`config.mk`:
```
export PLATFORM = sky130hd
export DESIGN_NAME = id_ex_stage_flat
export DESIGN_NICKNAME = d
export VERILOG_FILES = /design/src/rtl/id_ex_stage_pkg.sv /design/src/rtl/id_ex_stage_if.sv /design/src/rtl/id_ex_stage_imm_gen.sv /design/src/rtl/id_ex_stage.sv /design/src/flat_wrapper.sv
export SDC_FILE = /design/constraint.sdc
export NUM_CORES = 1
export LEC_CHECK = 0
export ABC_AREA = 1
export CAP_MARGIN = 20
export CORE_MARGIN = 2
export CORE_UTILIZATION = 44
export CTS_BUF_LIST = sky130_fd_sc_hd__clkbuf_4
export CTS_CLUSTER_SIZE = 14
export DETAILED_ROUTE_END_ITERATION = 10
export PLACE_DENSITY = 0.88
export SLEW_MARGIN = 20
export SYNTH_ARGS = -nofsm -noshare
export SYNTH_HDL_FRONTEND = slang
export SYNTH_HIERARCHICAL = 1
export SYNTH_SLANG_ARGS = --single-unit
```
`constraint.sdc`:
```
create_clock -name clk -period 1.5 [get_ports clk]
set_input_delay 0.225 -clock clk [delete_from_list [all_inputs] [get_ports clk]]
set_output_delay 0.225 -clock clk [all_outputs]
set_load 0.005 [all_outputs]
```
`src/rtl/id_ex_stage_pkg.sv`:
```
// ----------------------------------------------------------------------------
// id_ex_stage_pkg
// Shared constants for the decode/issue stage:
//   - ALU_* operation codes understood by the execute-stage ALU (5 bits)
//   - RV32I major opcodes (OPC_*) and funct3/funct7 values used by decode
//   - shamt_ext(): zero-extends a 5-bit shift amount to a full operand
// ----------------------------------------------------------------------------
package id_ex_stage_pkg;

    // ALU operation select
    localparam logic [4:0] ALU_NONE = 5'd0;
    localparam logic [4:0] ALU_ADD  = 5'd1;
    localparam logic [4:0] ALU_SLL  = 5'd2;
    localparam logic [4:0] ALU_SLT  = 5'd3;
    localparam logic [4:0] ALU_SLTU = 5'd4;
    localparam logic [4:0] ALU_XOR  = 5'd5;
    localparam logic [4:0] ALU_SRL  = 5'd6;
    localparam logic [4:0] ALU_SRA  = 5'd7;
    localparam logic [4:0] ALU_OR   = 5'd8;
    localparam logic [4:0] ALU_AND  = 5'd9;
    localparam logic [4:0] ALU_LUI  = 5'd10;

    // RV32I major opcodes
    localparam logic [6:0] OPC_OP     = 7'b0110011;
    localparam logic [6:0] OPC_OP_IMM = 7'b0010011;
    localparam logic [6:0] OPC_LUI    = 7'b0110111;
    localparam logic [6:0] OPC_AUIPC  = 7'b0010111;
    localparam logic [6:0] OPC_JAL    = 7'b1101111;
    localparam logic [6:0] OPC_JALR   = 7'b1100111;
    localparam logic [6:0] OPC_LOAD   = 7'b0000011;
    localparam logic [6:0] OPC_STORE  = 7'b0100011;
    localparam logic [6:0] OPC_BRANCH = 7'b1100011;
    localparam logic [6:0] OPC_FENCE  = 7'b0001111;
    localparam logic [6:0] OPC_SYSTEM = 7'b1110011;

    // funct3 for OP / OP-IMM
    localparam logic [2:0] F3_ADD  = 3'b000;
    localparam logic [2:0] F3_SLL  = 3'b001;
    localparam logic [2:0] F3_SLT  = 3'b010;
    localparam logic [2:0] F3_SLTU = 3'b011;
    localparam logic [2:0] F3_XOR  = 3'b100;
    localparam logic [2:0] F3_SR   = 3'b101;
    localparam logic [2:0] F3_OR   = 3'b110;
    localparam logic [2:0] F3_AND  = 3'b111;

    // funct7 values
    localparam logic [6:0] F7_BASE = 7'b0000000;
    localparam logic [6:0] F7_ALT  = 7'b0100000;  // SUB / SRA / SRAI

    // The ALU shifts by the whole of op2, so shift amounts are zero-extended
    function automatic logic [31:0] shamt_ext(input logic [4:0] shamt);
        return {27'b0, shamt};
    endfunction

endpackage

```
`src/rtl/id_ex_stage_if.sv`:
```
// ----------------------------------------------------------------------------
// id_ex_stage_if
// Bundles the fetch-side handshake, register-file read port, flush and the
// execute-side handshake/operands of the decode/issue stage.
//   slave  : the id_ex_stage view
//   master : the surrounding pipeline (fetch, register file, execute)
// ----------------------------------------------------------------------------
interface id_ex_stage_if;

    // fetch side
    logic        in_valid;
    logic        in_ready;
    logic [31:0] instr;
    logic [31:0] pc;
    // register-file read port
    logic [4:0]  rs1_addr;
    logic [4:0]  rs2_addr;
    logic [31:0] rs1_data;
    logic [31:0] rs2_data;
    // control
    logic        flush;
    // execute side
    logic        out_valid;
    logic        out_ready;
    logic [31:0] ex_op1;
    logic [31:0] ex_op2;
    logic [4:0]  ex_alu_sel;
    logic [4:0]  ex_rd;
    logic        ex_we;
    logic [31:0] ex_pc;
    logic        ex_illegal;

    modport slave (
        input  in_valid, instr, pc, rs1_data, rs2_data, flush, out_ready,
        output in_ready, rs1_addr, rs2_addr, out_valid,
               ex_op1, ex_op2, ex_alu_sel, ex_rd, ex_we, ex_pc, ex_illegal
    );

    modport master (
        output in_valid, instr, pc, rs1_data, rs2_data, flush, out_ready,
        input  in_ready, rs1_addr, rs2_addr, out_valid,
               ex_op1, ex_op2, ex_alu_sel, ex_rd, ex_we, ex_pc, ex_illegal
    );

endinterface

```
`src/rtl/id_ex_stage_imm_gen.sv`:
```
// ----------------------------------------------------------------------------
// id_ex_stage_imm_gen
// Combinational RV32I immediate generator.
//   instr  in  [31:7]  instruction word (opcode bits are not needed)
//   imm_i  out 32      sign-extended I-immediate
//   imm_s  out 32      sign-extended S-immediate
//   imm_u  out 32      U-immediate, already shifted into bits [31:12]
// ----------------------------------------------------------------------------
module id_ex_stage_imm_gen (
    input  logic [31:7] instr,
    output logic [31:0] imm_i,
    output logic [31:0] imm_s,
    output logic [31:0] imm_u
);

    assign imm_i = {{20{instr[31]}}, instr[31:20]};
    assign imm_s = {{20{instr[31]}}, instr[31:25], instr[11:7]};
    assign imm_u = {instr[31:12], 12'b0};

endmodule

```
`src/rtl/id_ex_stage.sv`:
```
// ----------------------------------------------------------------------------
// id_ex_stage
// Decode-and-issue stage: decodes an RV32I instruction, reads the register
// file combinationally and registers ALU operands, ALU select and writeback
// control into the ID/EX pipeline register.
//   clk    in  rising-edge clock
//   rst_n  in  asynchronous active-low reset
//   bus    id_ex_stage_if.slave: fetch handshake (in_valid/in_ready/instr/pc),
//          register-file port (rs*_addr/rs*_data), flush, execute handshake
//          (out_valid/out_ready) and the ex_* issue outputs
// Parameter RESET_PC_TAG is shown on ex_pc whenever no instruction is held.
// ----------------------------------------------------------------------------
module id_ex_stage
    import id_ex_stage_pkg::*;
#(
    parameter logic [31:0] RESET_PC_TAG = 32'h0000_0000
) (
    input  logic           clk,
    input  logic           rst_n,
    id_ex_stage_if.slave   bus
);

    logic [6:0]  opcode;
    logic [2:0]  funct3;
    logic [6:0]  funct7;
    logic [4:0]  rd;
    logic [31:0] imm_i;
    logic [31:0] imm_s;
    logic [31:0] imm_u;

    logic [31:0] dec_op1;
    logic [31:0] dec_op2;
    logic [4:0]  dec_sel;
    logic        dec_wb;       // opcode class writes a register
    logic        dec_illegal;
    logic        dec_we;

    logic        out_valid_q, out_valid_d;
    logic [31:0] op1_q, op1_d;
    logic [31:0] op2_q, op2_d;
    logic [4:0]  alu_sel_q, alu_sel_d;
    logic [4:0]  rd_q, rd_d;
    logic        we_q, we_d;
    logic [31:0] pc_q, pc_d;
    logic        illegal_q, illegal_d;

    logic        in_ready;
    logic        capture;

    assign opcode = bus.instr[6:0];
    assign funct3 = bus.instr[14:12];
    assign funct7 = bus.instr[31:25];
    assign rd     = bus.instr[11:7];

    assign bus.rs1_addr = bus.instr[19:15];
    assign bus.rs2_addr = bus.instr[24:20];

    id_ex_stage_imm_gen u_imm_gen (
        .instr (bus.instr[31:7]),
        .imm_i (imm_i),
        .imm_s (imm_s),
        .imm_u (imm_u)
    );

    // ------------------------------------------------------------------
    // Decode
    // ------------------------------------------------------------------
    always_comb begin
        dec_op1     = bus.rs1_data;
        dec_op2     = bus.rs2_data;
        dec_sel     = ALU_NONE;
        dec_wb      = 1'b0;
        dec_illegal = 1'b0;

        case (opcode)
            OPC_OP: begin
                dec_wb = 1'b1;
                case (funct3)
                    F3_ADD: begin
                        dec_sel = ALU_ADD;
                        if (funct7 == F7_ALT) begin
                            // SUB: the ALU only adds, so negate op2 here
                            dec_op2 = ~bus.rs2_data + 32'd1;
                        end else if (funct7 != F7_BASE) begin
                            dec_illegal = 1'b1;
                        end
                    end
                    F3_SLL: begin
                        dec_sel     = ALU_SLL;
                        dec_op2     = shamt_ext(bus.rs2_data[4:0]);
                        dec_illegal = (funct7 != F7_BASE);
                    end
                    F3_SR: begin
                        dec_sel     = (funct7 == F7_ALT) ? ALU_SRA : ALU_SRL;
                        dec_op2     = shamt_ext(bus.rs2_data[4:0]);
                        dec_illegal = (funct7 != F7_BASE) && (funct7 != F7_ALT);
                    end
                    F3_SLT: begin
                        dec_sel     = ALU_SLT;
                        dec_illegal = (funct7 != F7_BASE);
                    end
                    F3_SLTU: begin
                        dec_sel     = ALU_SLTU;
                        dec_illegal = (funct7 != F7_BASE);
                    end
                    F3_XOR: begin
                        dec_sel     = ALU_XOR;
                        dec_illegal = (funct7 != F7_BASE);
                    end
                    F3_OR: begin
                        dec_sel     = ALU_OR;
                        dec_illegal = (funct7 != F7_BASE);
                    end
                    default: begin
                        dec_sel     = ALU_AND;
                        dec_illegal = (funct7 != F7_BASE);
                    end
                endcase
            end

            OPC_OP_IMM: begin
                dec_wb  = 1'b1;
                dec_op2 = imm_i;
                case (funct3)
                    F3_ADD:  dec_sel = ALU_ADD;
                    F3_SLT:  dec_sel = ALU_SLT;
                    F3_SLTU: dec_sel = ALU_SLTU;
                    F3_XOR:  dec_sel = ALU_XOR;
                    F3_OR:   dec_sel = ALU_OR;
                    F3_AND:  dec_sel = ALU_AND;
                    F3_SLL: begin
                        dec_sel     = ALU_SLL;
                        dec_op2     = shamt_ext(bus.instr[24:20]);
                        dec_illegal = (funct7 != F7_BASE);
                    end
                    default: begin  // SRLI / SRAI
                        dec_sel     = bus.instr[30] ? ALU_SRA : ALU_SRL;
                        dec_op2     = shamt_ext(bus.instr[24:20]);
                        dec_illegal = (funct7 != F7_BASE) && (funct7 != F7_ALT);
                    end
                endcase
            end

            OPC_LUI: begin
                // ALU_LUI performs the 12-bit left shift itself
                dec_sel = ALU_LUI;
                dec_op1 = {12'b0, bus.instr[31:12]};
                dec_op2 = imm_u;
                dec_wb  = 1'b1;
            end

            OPC_AUIPC: begin
                dec_sel = ALU_ADD;
                dec_op1 = bus.pc;
                dec_op2 = imm_u;
                dec_wb  = 1'b1;
            end

            OPC_JAL, OPC_JALR: begin
                // link value pc + 4
                dec_sel = ALU_ADD;
                dec_op1 = bus.pc;
                dec_op2 = 32'd4;
                dec_wb  = 1'b1;
            end

            OPC_LOAD: begin
                dec_sel = ALU_ADD;
                dec_op2 = imm_i;
                dec_wb  = 1'b1;
            end

            OPC_STORE: begin
                dec_sel = ALU_ADD;
                dec_op2 = imm_s;
            end

            OPC_BRANCH: begin
                dec_sel = ALU_NONE;
            end

            OPC_FENCE, OPC_SYSTEM: begin
                dec_sel = ALU_NONE;
                dec_op2 = imm_i;
            end

            default: begin
                dec_sel     = ALU_NONE;
                dec_illegal = 1'b1;
            end
        endcase

        // Illegal instructions still issue, but ask the ALU for nothing
        if (dec_illegal) begin
            dec_sel = ALU_NONE;
        end
    end

    assign dec_we = dec_wb && (rd != 5'd0) && !dec_illegal;

    // ------------------------------------------------------------------
    // Handshake and ID/EX register
    // ------------------------------------------------------------------
    assign in_ready = !out_valid_q || bus.out_ready;
    assign capture  = bus.in_valid && in_ready && !bus.flush;

    always_comb begin
        out_valid_d = out_valid_q;
        op1_d       = op1_q;
        op2_d       = op2_q;
        alu_sel_d   = alu_sel_q;
        rd_d        = rd_q;
        we_d        = we_q;
        pc_d        = pc_q;
        illegal_d   = illegal_q;

        if (bus.flush) begin
            // kills both the held instruction and anything presented now
            out_valid_d = 1'b0;
            we_d        = 1'b0;
        end else if (capture) begin
            out_valid_d = 1'b1;
            op1_d       = dec_op1;
            op2_d       = dec_op2;
            alu_sel_d   = dec_sel;
            rd_d        = rd;
            we_d        = dec_we;
            pc_d        = bus.pc;
            illegal_d   = dec_illegal;
        end else if (out_valid_q && bus.out_ready) begin
            out_valid_d = 1'b0;
        end
    end

    always_ff @(posedge clk or negedge rst_n) begin
        if (!rst_n) begin
            out_valid_q <= 1'b0;
            op1_q       <= 32'd0;
            op2_q       <= 32'd0;
            alu_sel_q   <= ALU_NONE;
            rd_q        <= 5'd0;
            we_q        <= 1'b0;
            pc_q        <= RESET_PC_TAG;
            illegal_q   <= 1'b0;
        end else begin
            out_valid_q <= out_valid_d;
            op1_q       <= op1_d;
            op2_q       <= op2_d;
            alu_sel_q   <= alu_sel_d;
            rd_q        <= rd_d;
            we_q        <= we_d;
            pc_q        <= pc_d;
            illegal_q   <= illegal_d;
        end
    end

    assign bus.in_ready   = in_ready;
    assign bus.out_valid  = out_valid_q;
    assign bus.ex_op1     = op1_q;
    assign bus.ex_op2     = op2_q;
    assign bus.ex_alu_sel = alu_sel_q;
    assign bus.ex_rd      = rd_q;
    assign bus.ex_we      = we_q;
    assign bus.ex_pc      = out_valid_q ? pc_q : RESET_PC_TAG;
    assign bus.ex_illegal = illegal_q;

endmodule
```
`src/flat_wrapper.sv`:
```
// flat-port wrapper written by rule: the top's interface ports become plain ports
module id_ex_stage_flat import id_ex_stage_pkg::*;
#(
    parameter logic [31:0] RESET_PC_TAG = 32'h0000_0000
)
  (clk, rst_n, bus_in_valid, bus_instr, bus_pc, bus_rs1_data, bus_rs2_data, bus_flush, bus_out_ready, bus_in_ready, bus_rs1_addr, bus_rs2_addr, bus_out_valid, bus_ex_op1, bus_ex_op2, bus_ex_alu_sel, bus_ex_rd, bus_ex_we, bus_ex_pc, bus_ex_illegal);
  id_ex_stage_if bus_i ();
  input  logic clk;
  input  logic rst_n;
  input wire logic [$bits(bus_i.in_valid)-1:0] bus_in_valid;
  input wire logic [$bits(bus_i.instr)-1:0] bus_instr;
  input wire logic [$bits(bus_i.pc)-1:0] bus_pc;
  input wire logic [$bits(bus_i.rs1_data)-1:0] bus_rs1_data;
  input wire logic [$bits(bus_i.rs2_data)-1:0] bus_rs2_data;
  input wire logic [$bits(bus_i.flush)-1:0] bus_flush;
  input wire logic [$bits(bus_i.out_ready)-1:0] bus_out_ready;
  output wire logic [$bits(bus_i.in_ready)-1:0] bus_in_ready;
  output wire logic [$bits(bus_i.rs1_addr)-1:0] bus_rs1_addr;
  output wire logic [$bits(bus_i.rs2_addr)-1:0] bus_rs2_addr;
  output wire logic [$bits(bus_i.out_valid)-1:0] bus_out_valid;
  output wire logic [$bits(bus_i.ex_op1)-1:0] bus_ex_op1;
  output wire logic [$bits(bus_i.ex_op2)-1:0] bus_ex_op2;
  output wire logic [$bits(bus_i.ex_alu_sel)-1:0] bus_ex_alu_sel;
  output wire logic [$bits(bus_i.ex_rd)-1:0] bus_ex_rd;
  output wire logic [$bits(bus_i.ex_we)-1:0] bus_ex_we;
  output wire logic [$bits(bus_i.ex_pc)-1:0] bus_ex_pc;
  output wire logic [$bits(bus_i.ex_illegal)-1:0] bus_ex_illegal;
  assign bus_i.in_valid = bus_in_valid;
  assign bus_i.instr = bus_instr;
  assign bus_i.pc = bus_pc;
  assign bus_i.rs1_data = bus_rs1_data;
  assign bus_i.rs2_data = bus_rs2_data;
  assign bus_i.flush = bus_flush;
  assign bus_i.out_ready = bus_out_ready;
  assign bus_in_ready = bus_i.in_ready;
  assign bus_rs1_addr = bus_i.rs1_addr;
  assign bus_rs2_addr = bus_i.rs2_addr;
  assign bus_out_valid = bus_i.out_valid;
  assign bus_ex_op1 = bus_i.ex_op1;
  assign bus_ex_op2 = bus_i.ex_op2;
  assign bus_ex_alu_sel = bus_i.ex_alu_sel;
  assign bus_ex_rd = bus_i.ex_rd;
  assign bus_ex_we = bus_i.ex_we;
  assign bus_ex_pc = bus_i.ex_pc;
  assign bus_ex_illegal = bus_i.ex_illegal;
  id_ex_stage #(.RESET_PC_TAG(RESET_PC_TAG)) u_core (.clk(clk), .rst_n(rst_n), .bus(bus_i));
endmodule
```
# Yosys cells after proc, flatten, opt, wreduce, memory -nomap -nowiden
# Cells that the tools add are included.
[totals]
register_bits = 109
inputBits = 133
out_inout_bits = 120
elab_cells = 79
[op_classes]
addsub = 1
n_eq_ne = 20
mux = 23
bitwise = 2
reduce_logical = 25
[op_table]
columns = ["operator", "n"]
rows = [
  ["32-bit case mux with 6 select lines", 1],
  ["32-bit case mux with 2 select lines", 2],
  ["32-bit two-way mux", 3],
  ["5-bit case mux with 7 select lines", 2],
  ["32-bit by 1-bit adder with 32-bit output, second input constant", 1],
  ["32-bit NOT", 1],
  ["7-bit by 6-bit equality test with 1-bit output, second input constant", 4],
  ["7-bit equality test, second input constant", 4],
  ["5-bit case mux with 4 select lines", 1],
  ["7-bit by 5-bit equality test with 1-bit output, second input constant", 2],
  ["3-bit equality test, second input constant", 4],
  ["1-bit two-way mux", 10],
  ["9-bit OR reduction", 1],
  ["7-bit by 2-bit equality test with 1-bit output, second input constant", 1],
  ["7-bit by 4-bit equality test with 1-bit output, second input constant", 1],
  ["7-bit by 6-bit inequality test with 1-bit output, second input constant", 1],
  ["7-bit nonzero test", 1],
  ["7-bit OR reduction", 1],
  ["3-bit by 2-bit equality test with 1-bit output, second input constant", 2],
  ["1-bit logical AND", 6],
  ["2-bit OR reduction", 3],
  ["3-bit OR reduction", 2],
  ["6-bit OR reduction", 1],
  ["5-bit two-way mux", 1],
  ["12 further kinds", 15],
]

# Logic depth before layout (Yosys ltp)
[depth]
word_depth = 9
mapped_depth = 14

# Hierarchy
# The synthesis kept the hierarchy.
[modules_own_cells]
columns = ["mod", "n_inst", "cells_per_inst", "area_each_um2", "seq_area_each_um2"]
rows = [
  ["id_ex_stage", 1, 1198, 7548.5, 2702.6],
  ["id_ex_stage_imm_gen", 1, 97, 724.4, 0.0],
]

# Worst setup path after synthesis
# Ideal clock, no wire load.
[synth_timing]
path_kind = "register -> register"
start = "reg u_core.out_valid_q, in the netlist u_core/bus.out_valid"
end = "reg u_core.op1_q[28], in the netlist u_core/bus.ex_op1[28]"
arrival_time_ns = 1.489
required_ns = 1.362
slack_ns = -0.127
path_stages_with_launch = 10
n_path_buf = 3
synth_period_minus_slack_ns = 1.627
path_cell_list = "dfrtp_1 > clkbuf_1 > nand2_1 > nand2_1 > nor2_2 > inv_1 > buf_2 > clkbuf_1 > nand2_1 > o211ai_1"
[synth_between]
elab_chain_len = 5
[synth_rtl]
columns = ["item", "line", "source"]
rows = [
  ["from (decl)", "id_ex_stage.sv:38", "logic out_valid_q, out_valid_d;"],
  ["from (signal assigned)", "id_ex_stage.sv:246", "out_valid_q <= out_valid_d;"],
  ["1-bit zero test", "id_ex_stage.sv:204", "assign in_ready = !out_valid_q || bus.out_ready;"],
  ["1-bit logical OR", "id_ex_stage.sv:204", ""],
  ["named net bus_in_ready", "flat_wrapper.sv:17", "output wire logic [$bits(bus_i.in_ready)-1:0] bus_in_ready;"],
  ["1-bit logical AND (2 in a row)", "id_ex_stage.sv:205", "assign capture = bus.in_valid && in_ready && !bus.flush;"],
  ["2-bit AND reduction (no line)", "--", ""],
  ["to (signal assigned)", "id_ex_stage.sv:247", "op1_q <= op1_d;"],
  ["to (decl)", "id_ex_stage.sv:39", "logic [31:0] op1_q, op1_d;"],
]
# The timed path passes the listed nets, and every way through them passes these cells.
# A chain may end at the register's enable or synchronous reset.

# Worst setup path in the final report
[layout_timing]
start = "reg u_core.out_valid_q, in the netlist u_core/bus.out_valid"
end = "out bus_ex_pc[3]"
[layout_between]
elab_chain_len = 1
[layout_rtl]
columns = ["item", "line", "source"]
rows = [
  ["32-bit two-way mux", "id_ex_stage.sv:264", "assign bus.ex_pc = out_valid_q ? pc_q : RESET_PC_TAG;"],
  ["to (decl)", "flat_wrapper.sv:26", "output wire logic [$bits(bus_i.ex_pc)-1:0] bus_ex_pc;"],
]
# Every way passes these cells.

==> out/metrics.yaml <==
clock_tree:
  cts_num_sinks: 108
  ctsHtreeMaxLevel: 3
  cts_root_buf: "clkbuf_4"
  cts_buffers: 9
  cts_tree: "yes"
  clk_latency_ns: 0.52
  cts.clk_slew.worst_paths_ns: 0.22
  clockBufferDepth: 2
sta:
  setup_viol: 137
  slew_headroom_pct: 56.7
  setup_slack_ns: -0.390
  period_needed_ns: 1.89
  max_freq_ghz: 0.529
  post-route-period-util_pct: 126
  fin_skew_ns: 0.0297
  slew_violations: 0
  worst_pin_slew_ns: 0.644
  timing.hold.ws_ns: 0.178
  hold_viol_final: 0
  grt_setup_unrepaired: "yes"
  final.setup.tns_ns: -23.67
yosys:
  yosysMostFrequentCell: "nand2_1"
  syn_area_sq_um: 8270
  synth_xor_area_share_pct: 0
  synth_top_family_by_area: "simple AND/OR/NAND/NOR gates"
  ys_async_sr_fraction_pct: 100
  synth_area_leaders: "dfrtp_1 (33%), nand2_1 (22%), buf_4 (10%), inv_1 (5.6%), nand3_1 (5.2%)"
  synth_top_area_share_pct: 32.7
  synthAdderAreaFrac_pct: 0.151
  synth-edff-count: 0
  ys_ff_latch: 108
  yosys.area_share.simple_pct: 37.7
  yosysTopAreaCell: "dfrtp_1"
  synth_ff_type: "dfrtp_1"
  synth_compound_area_share_pct: 10.5
  synthTopCellsByCount: "nand2_1 (477), inv_1 (124), buf_4 (115), nor2_1 (111), dfrtp_1 (108)"
  synth_cell_types: 40
  syn_inst: 1295
  syn-mean-instance-area_sq_um: 6.39
  synth_mux_area_share_pct: 0
  synth_seq_area_share_pct: 32.7
  synth_warnings: 6
route:
  drt_wl_total_mm: 39.2
  ant_nets: 0
  vias_per_cell: 5.61
  vias: 10800
  drc: 0
  wl_per_cell_microns: 20.4
  drtIter0Drc: 1186
  dr.pass1.iters: 6
grt:
  grt_first_pass_wirelength_mm: 57.5
  overflow: 0
  grt_usage_pct: 37.3
  antenna_found_initial: 2
  grt_start_max_net_pins: 48
  grt_pass1_vias: 10700
die:
  die_area_sq_um: 19900
  fp-row-count: 50
  die_y_microns: 141
  start_util_pct: 44.5
  ioPinCount: 253
  die_width_microns: 141
  core-area_sq_um: 18600
power:
  totalPowerFinal_mw: 8.76
  power_density_nw_per_um2: 651
  switchingPower_mw: 3.13
  p_int_mw: 5.63
  power.share.clock_pct: 20.0
  swShare_pct: 35.7
  power_frac_comb_pct: 37.9
  sequentialPowerShare_pct: 42.1
  leakage_nw: 7.07
  ir_worst_vdd_mv: 0.486
setup_path:
  cp_max_fo: 8
  ff2ff_setup_slack_ns: -0.35
  worstSetupStartpointType: "flop"
  cp.arrival_ns: 1.66
  critPathRequiredTime_ns: 1.27
  crit_top_cell: "buf_12"
  worst-path-buf-inv: 4
  cp_cell_sequence: "buf_12, buf_12, nand2_2, inv_1, buf_2"
  end_kind: "output port"
  crit_slowest_cell: "dfrtp_2"
  worstSetupPathType: "reg -> out"
  cpLargestDelayFamily: "flip-flops"
  cpPeakStageDelay_ns: 0.54
finish:
  final_area_sq_um: 13500
  area_growth_pct: 62.6
  multi_input_area_sq_um: 4630
  seqCellArea_sq_um: 2700
  drive_gt1_share_pct: 31.2
  fin_cells: 1921
  final_core_util_pct: 72.4
  nFillCells: 1343
  layout.nets: 1814
run_status:
  violations: "setup timing"
  status: "finished, violations left"
placement:
  dp.cells: 1810
  hpwl_mm: 24.4
  pre_cts_ws_ns: -0.744
  place_area_sq_um: 11500
  place_congestion: 0.955
  numPortBuffers: 251
flow_run:
  drv_cap: 0
min_path:
  hp-class: "in -> async"
-- worst register-to-register path: stages, from the launching register on --
cell	delay, ns
dfrtp_2	0.54
nand2_2	0.13
nand2_4	0.06
nor2_4	0.12
buf_12	0.13
buf_6	0.10
buf_8	0.10
buf_6	0.10
buf_12	0.12
nand2_2	0.07
o211ai_1	0.27
-- cell families (layout without fill, tap and decap cells) --
logic type / after synthesis / after routing
other: 2 / 15
AOI/OAI and AO/OA: 149 / 149
buffers and inverters: 292 / 671
DFF: 108 / 108
adders and majority gates: 1 / 1
and+or+nand+nor: 743 / 743
-- flip-flops by register name, indices dropped and copies added (netlist names) --
| name | cells |
|---|---|
| u_core/pc_q | 32 |
| u_core/bus.ex_rd | 5 |
| u_core/bus.ex_alu_sel | 4 |
| u_core/bus.out_valid | 1 |
| u_core/bus.ex_we | 1 |
| u_core/bus.ex_op2 | 32 |
| u_core/bus.ex_op1 | 32 |
| u_core/bus.ex_illegal | 1 |
-- placed cells by master, fill, tap and decap left out, types with 16 or more instances in the layout --
cell,instances
buf_6,48
o21ai_0,32
dfrtp_1,107
clkdlybuf4s50_1,120
inv_2,37
o21ai_1,20
nand2_2,50
a21oi_1,33
nor2_2,17
buf_4,196
nand2_1,409
nor2_1,93
inv_1,90
buf_12,24
nand2_4,27
nand4_1,27
buf_2,16
dlygate4sd2_1,79
nand3_1,73
-- routing by layer --
| metal | track usage [%] | up-vias | part of all wire (%) |
|---|---|---|---|
| met3 | 8.05 | 262 | 11 |
| met1 | 42.4 | 4951 | 34 |
| met4 | 26.3 | 0 | 7.8 |
| met5 | 0 | - | 0 |
| met2 | 62.5 | 819 | 47 |
| li1 | - | 4737 | - |
-- power groups by stage --
| stage | logic [mW] | clock network, mW | registers [mW] |
|---|---|---|---|
| after detailed placement | 2.71 | 0 | 3.65 |
| after CTS | 3.09 | 1.72 | 3.62 |
| after floorplan | 1.06 | 0 | 3.62 |
| after global placement | 2.64 | 0 | 3.64 |
| final | 3.32 | 1.75 | 3.69 |
| after global routing | 3.50 | 1.89 | 3.72 |
-- cell type report --
type | instances | share of cell area, %
clock inverters | 7 | 0.642
multi-input cells | 906 | 34.4
inverters | 131 | 3.79
flip-flops and latches | 108 | 20.1
repair buffers | 524 | 38.3
clock buffers | 9 | 0.502
well taps | 234 | 2.18
diodes | 2 | 0.0372
-- repair_timing --
| action | 4_1_cts | 5_1_grt |
|---|---|---|
| gates cloned | 17 | 0 |
| pin swaps | 70 | 9 |
| hold endpoints to repair | 27 | 0 |
| resized for setup | 477 | 79 |
| hold buffers | 1 | 0 |
| setup buffers | 75 | 8 |
| setup endpoints to repair | 178 | 159 |
-- final timing paths --
path | cells past startpoint | startpoint | to
worst max register to register | 10 | u_core/bus.out_valid | u_core/bus.ex_op1[25]
max in group asynchronous | 3 | rst_n | u_core/bus.ex_op2[0]
worst min-delay path | 2 | rst_n | u_core/bus.ex_op1[3]
worst max-delay path | 5 | u_core/bus.out_valid | bus_ex_pc[3]
min in group clk | 3 | bus_pc[2] | u_core/pc_q[2]
worst min register to register | 2 | u_core/bus.ex_op2[1] | u_core/bus.ex_op2[1]
(Power assumes the default switching activity.)
